<file path="src/rtl/mod_mult.sv">
// Purpose: 256-bit modular multiplier, product = (a*b) mod params.n, bit-serial
//          interleaved double-and-add from the multiplier MSB down to bit 0.
// Latency: start sampled at edge E0 -> done pulses the cycle after edge E256
//          (256 RUN cycles plus one DONE cycle).
// Backpressure: none; start is ignored while busy, and one more operation may
//          start from DONE on the same edge the result is presented.
// Ports:
//   clk, rst_n : clock (rising edge) and asynchronous active-low reset
//   start      : request; a and b are captured on the accepting edge
//   a, b       : operands, each expected to be < params.n
//   busy       : high exactly while the multiplication is running
//   done       : one-cycle pulse when product carries a new result
//   product    : registered result, held until the next result is ready

package elliptic_curve_structs;

  typedef struct packed {
    logic [255:0] n;
  } params_t;

  // Modulus: secp256k1 group order (odd, above 2^255).
  localparam params_t params = '{
    n: 256'hFFFFFFFF_FFFFFFFF_FFFFFFFF_FFFFFFFE_BAAEDCE6_AF48A03B_BFD25E8C_D0364141
  };

endpackage

module mod_mult
  import elliptic_curve_structs::*;
(
  input  logic         clk,
  input  logic         rst_n,
  input  logic         start,
  input  logic [255:0] a,
  input  logic [255:0] b,
  output logic         busy,
  output logic         done,
  output logic [255:0] product
);

  localparam logic [256:0] N_EXT = {1'b0, params.n};

  typedef enum logic [1:0] {
    IDLE = 2'd0,
    RUN  = 2'd1,
    DONE = 2'd2
  } state_t;

  state_t       state_q, state_d;
  logic [255:0] a_q, a_d;
  logic [255:0] b_q, b_d;
  logic [255:0] p_q, p_d;
  logic [255:0] product_q, product_d;
  logic [7:0]   i_q, i_d;

  // Datapath for one RUN step.
  logic [256:0] dbl;
  logic [256:0] dbl_sub;
  logic [255:0] dbl_red;
  logic [256:0] sum;
  logic [256:0] sum_sub;
  logic [255:0] p_next;

  // Both intermediates are < 2n and n > 2^255, so in a 257-bit subtraction
  // bit 256 of (x - n) is set exactly when x < n. That bit doubles as the
  // compare result, so no separate magnitude comparator is needed.
  always_comb begin
    dbl     = {p_q, 1'b0};
    dbl_sub = dbl - N_EXT;
    dbl_red = dbl_sub[256] ? dbl[255:0] : dbl_sub[255:0];
    sum     = {1'b0, dbl_red} + (b_q[i_q] ? {1'b0, a_q} : 257'd0);
    sum_sub = sum - N_EXT;
    p_next  = sum_sub[256] ? sum[255:0] : sum_sub[255:0];
  end

  always_comb begin
    state_d   = state_q;
    a_d       = a_q;
    b_d       = b_q;
    p_d       = p_q;
    i_d       = i_q;
    product_d = product_q;
    unique case (state_q)
      IDLE, DONE: begin
        if (start) begin
          a_d     = a;
          b_d     = b;
          p_d     = '0;
          i_d     = 8'd255;
          state_d = RUN;
        end else begin
          state_d = IDLE;
        end
      end
      RUN: begin
        p_d = p_next;
        i_d = i_q - 8'd1;
        // The step for bit 0 is the last one; publish its result directly.
        if (i_q == 8'd0) begin
          product_d = p_next;
          state_d   = DONE;
        end
      end
      default: begin
        state_d = IDLE;
      end
    endcase
  end

  always_ff @(posedge clk or negedge rst_n) begin
    if (!rst_n) begin
      state_q   <= IDLE;
      a_q       <= '0;
      b_q       <= '0;
      p_q       <= '0;
      i_q       <= '0;
      product_q <= '0;
    end else begin
      state_q   <= state_d;
      a_q       <= a_d;
      b_q       <= b_d;
      p_q       <= p_d;
      i_q       <= i_d;
      product_q <= product_d;
    end
  end

  assign busy    = (state_q == RUN);
  assign done    = (state_q == DONE);
  assign product = product_q;

endmodule
</file>
<file path="config.mk">
export PLATFORM = sky130hd
export DESIGN_NAME = mod_mult
export DESIGN_NICKNAME = d
export VERILOG_FILES = /design/src/rtl/mod_mult.sv
export SDC_FILE = /design/constraint.sdc
export NUM_CORES = 2
export LEC_CHECK = 0
export BUFFER_PORTS_ARGS = -buffer_cell sky130_fd_sc_hd__buf_2
export CAP_MARGIN = 20
export CELL_PAD_IN_SITES_DETAIL_PLACEMENT = 1
export CELL_PAD_IN_SITES_GLOBAL_PLACEMENT = 2
export CORE_MARGIN = 2
export CORE_UTILIZATION = 39
export DETAILED_ROUTE_END_ITERATION = 10
export PLACE_DENSITY = 0.9
export SETUP_SLACK_MARGIN = 0.4
export SYNTH_ARGS = -nofsm -noshare
export SYNTH_HDL_FRONTEND = slang
export SYNTH_SLANG_ARGS = --single-unit
</file>
<file path="constraint.sdc">
create_clock -name clk -period 29.2 [get_ports clk]
set_clock_uncertainty 0.1 [all_clocks]
set_input_delay 4.38 -clock clk [delete_from_list [all_inputs] [get_ports clk]]
set_output_delay 4.38 -clock clk [all_outputs]
set_load 0.01 [all_outputs]
</file>
==> metrics.md <==
| Metric | Value |
|---|---|
| Critical path arrival | `17.62 ns` |
| Clock sink count | `around 1,000` |
| Initial Utilization | `0.391` |
| Antenna violations before repair | `50` |
| Most frequent cells in the layout | `nand2_1, dfrtp_1, buf_2` |
| Initial DRC Count | `between 8,000 and 9,000` |
| Hold path start | `a_q[251]` |
| Post-DP HPWL | `~370,000 um` |
| Clock latency on the worst-skew pair | `about 0.90 ns` |
| Drt total wl | `~450,000 um` |
| Syn Nets | `between 10,000 and 15,000` |
| Gpl congestion | `between 1 and 1.5` |
| Max Cap Viol | `0` |
| GRT overflow | `0` |
| CTS Buf Count | `roughly 120` |
| Max-slew violations | `0` |
| Gate Count Post-Synth | `10,500` |
| First drt pass iteration count | `6` |
| Vias per std cell | `~6.3` |
| Clk buf depth | `3` |
| Largest net degree at the start of global routing | `roughly 190` |
| Post-Syn Area | `79,800 sq um` |
| Post-synthesis average cell area | `7.64 sq um` |
| Routed Antenna Nets | `0` |
| Top_reg_cell synth | `dfrtp_1` |
| Maximum clock frequency | `about 60 MHz` |
| Crit share post-route | `0.585` |
| Most common cell after layout, fill and taps aside | `nand2_1` |
| Pre-CTS WS | `between 10 and 15 ns` |
| Setup TNS | `0 ns` |
| Final Hold Fails | `0` |
| Die height | `456 um` |
| Die area | `about 210,000 sq um` |
| Worst hold-check path type | `flip-flop to flip-flop` |
| Slew HR | `0.166` |
| Die Span X | `roughly 460 um` |
| FFs w/ async S/R, synth | `1.00` |
| Post-layout net count | `between 10,000 and 15,000` |
| R2R cell count | `40` |
| DRC viols | `0` |
| Sequential element share of the synthesized area | `0.324` |
| CTS root buffer | `clkbuf_16` |
| Worst-Margin Slew | `about 1.2 ns` |
| RSZ-0062 raised after global routing | `false` |
| Total GRT Usage | `0.415` |
| Vias in the first global route | `between 80,000 and 90,000` |
| Post-DR wirelength/cell | `around 32 um` |
| # setup viols final | `0` |
| Post-synthesis register bit count | `between 1,000 and 1,500` |
| Area Growth Syn to Fin | `13.2%` |
| Reg-to-Reg Start | `p_q[2]` |
| # resized after CTS | `0` |
| Port bufs | `approximately 770` |
| Hold-fix buffers, CTS | `0` |
| Hold Path Stages | `2` |
| Crit path time final | `between 15 and 20 ns` |
| # fillers | `around 25,000` |
| CP Launch Type | `flip-flop` |
| Largest stage delay on the critical path | `0.95 ns` |
| Outcome | `complete, no violations` |
| Crit path from | `p_q[2]` |
| Row count | `approximately 170` |
| Global-route wire length before repair | `~640,000 um` |
| CP max FO | `60` |
| Core box area | `around 200,000 sq um` |
| Worst reg2reg endpoint | `product[167]` |
| Number of flops mapped to enable cells by yosys | `0` |
| Post-CTS setup buffer count | `0` |
| Finished Core Util | `0.443` |
| I/O pin count | `773` |
| CP Class | `flip-flop to flip-flop` |
| Reg clk slew, reported paths | `~0.060 ns` |
| YS warnings | `0` |
| Worst setup margin | `~12 ns` |
| Reg2Reg Setup Slack | `12.13 ns` |
| Layout cells sized above 1 | `0.131` |
| H-Tree Depth | `3` |
| Cell variety after synth | `roughly 100` |
| Worst Path Required | `about 30 ns` |
| Hold path endpoint | `a_q[251]` |
| Vias | `a little under 90,000` |
| CTS tree | `yes` |
| Slowest library cell on the worst path | `nor2_1` |
| CP Capture Type | `flip-flop` |
==> flip-flops by register name, summed over array words and instances (netlist names) <==
register / cells
i_q: 8
a_q: 256
product: 256
state_q: 2
p_q: 256
b_q: 256
==> cell type report <==
type	count	area, sq um	share of cell area
Inverter	103	390	0.00432
Sequential cell	1034	25900	0.286
Antenna cell	27	67.6	0.000747
Clock inverter	47	623	0.00689
Multi-Input combinational cell	8744	51500	0.570
Clock buffer	168	3380	0.0374
Timing Repair Buffer	937	5190	0.0574
Tap cell	2688	3360	0.0372
==> logic make-up (layout without fill, tap and decap cells) <==
logic type / Yosys count / count (layout) / synth area share
and+or+nand+nor: 5311 / 5311 / 0.310
other: 0 / 27 / 0
AOI/OAI and AO/OA: 2326 / 2326 / 0.182
DFF: 1034 / 1034 / 0.324
muxes: 181 / 181 / 0.0371
xor gates and xnor gates: 665 / 665 / 0.0730
adders and majority gates: 261 / 261 / 0.0410
buffers and inverters: 679 / 1255 / 0.0331
==> per-stage QoR <==
step | hold WS, ns | instance area [sq um] | instances
final | 0.364 | 90400 | 13700
after global routing | 0.377 | 90400 | 13700
after CTS | 0.370 | 90300 | 13700
after detailed placement | 0.355 | 86300 | 13500
after global placement | 0.352 | 86200 | 13500
after floorplan | 0.337 | 79800 | 10500
==> per-layer routing <==
metal / vias to the layer above / part of all wire / global-route usage
met5: - / 0.00064 / 0
met1: 44100 / 0.40 / 0.512
li1: 38100 / - / -
met2: 3850 / 0.45 / 0.659
met3: 1130 / 0.071 / 0.0795
met4: 44 / 0.079 / 0.276
==> synth_stat cells (all sizes together) (261+ instances only) <==
master | instances | share of area
a21oi | 587 | 0.037
and2 | 332 | 0.026
clkbuf | 504 | 0.024
dfrtp | 1034 | 0.32
nand2 | 2677 | 0.13
nand3 | 285 | 0.018
nand4 | 356 | 0.028
nor2 | 671 | 0.032
nor3 | 293 | 0.018
o21ai | 805 | 0.050
xnor2 | 404 | 0.044
xor2 | 261 | 0.029
==> critical path, delay by kind of cell (launching register included) <==
family                     cells  cell delay, ns
DFF                            1            0.44
and+or+nand+nor               14            6.41
AOI/OAI and AO/OA             15            5.45
adders and majority gates      1            0.63
buffers and inverters          5            2.10
xor gates and xnor gates       5            1.36
==> how the worst max path moves through the flow <==
stage	end	slack (ns)	depth (start not counted)
3_5_place_dp	p_q[159]	12.51	38
3_3_place_gp	product[159]	12.57	38
6_report	product[167]	12.13	40
2_1_floorplan	product[105]	18.99	38
4_1_cts	p_q[167]	12.37	38
5_1_grt	product[224]	11.87	42
Power is left out: the tool's default activity adds up to more than one toggle a clock period on the data nets, which glitch-free logic cannot reach.
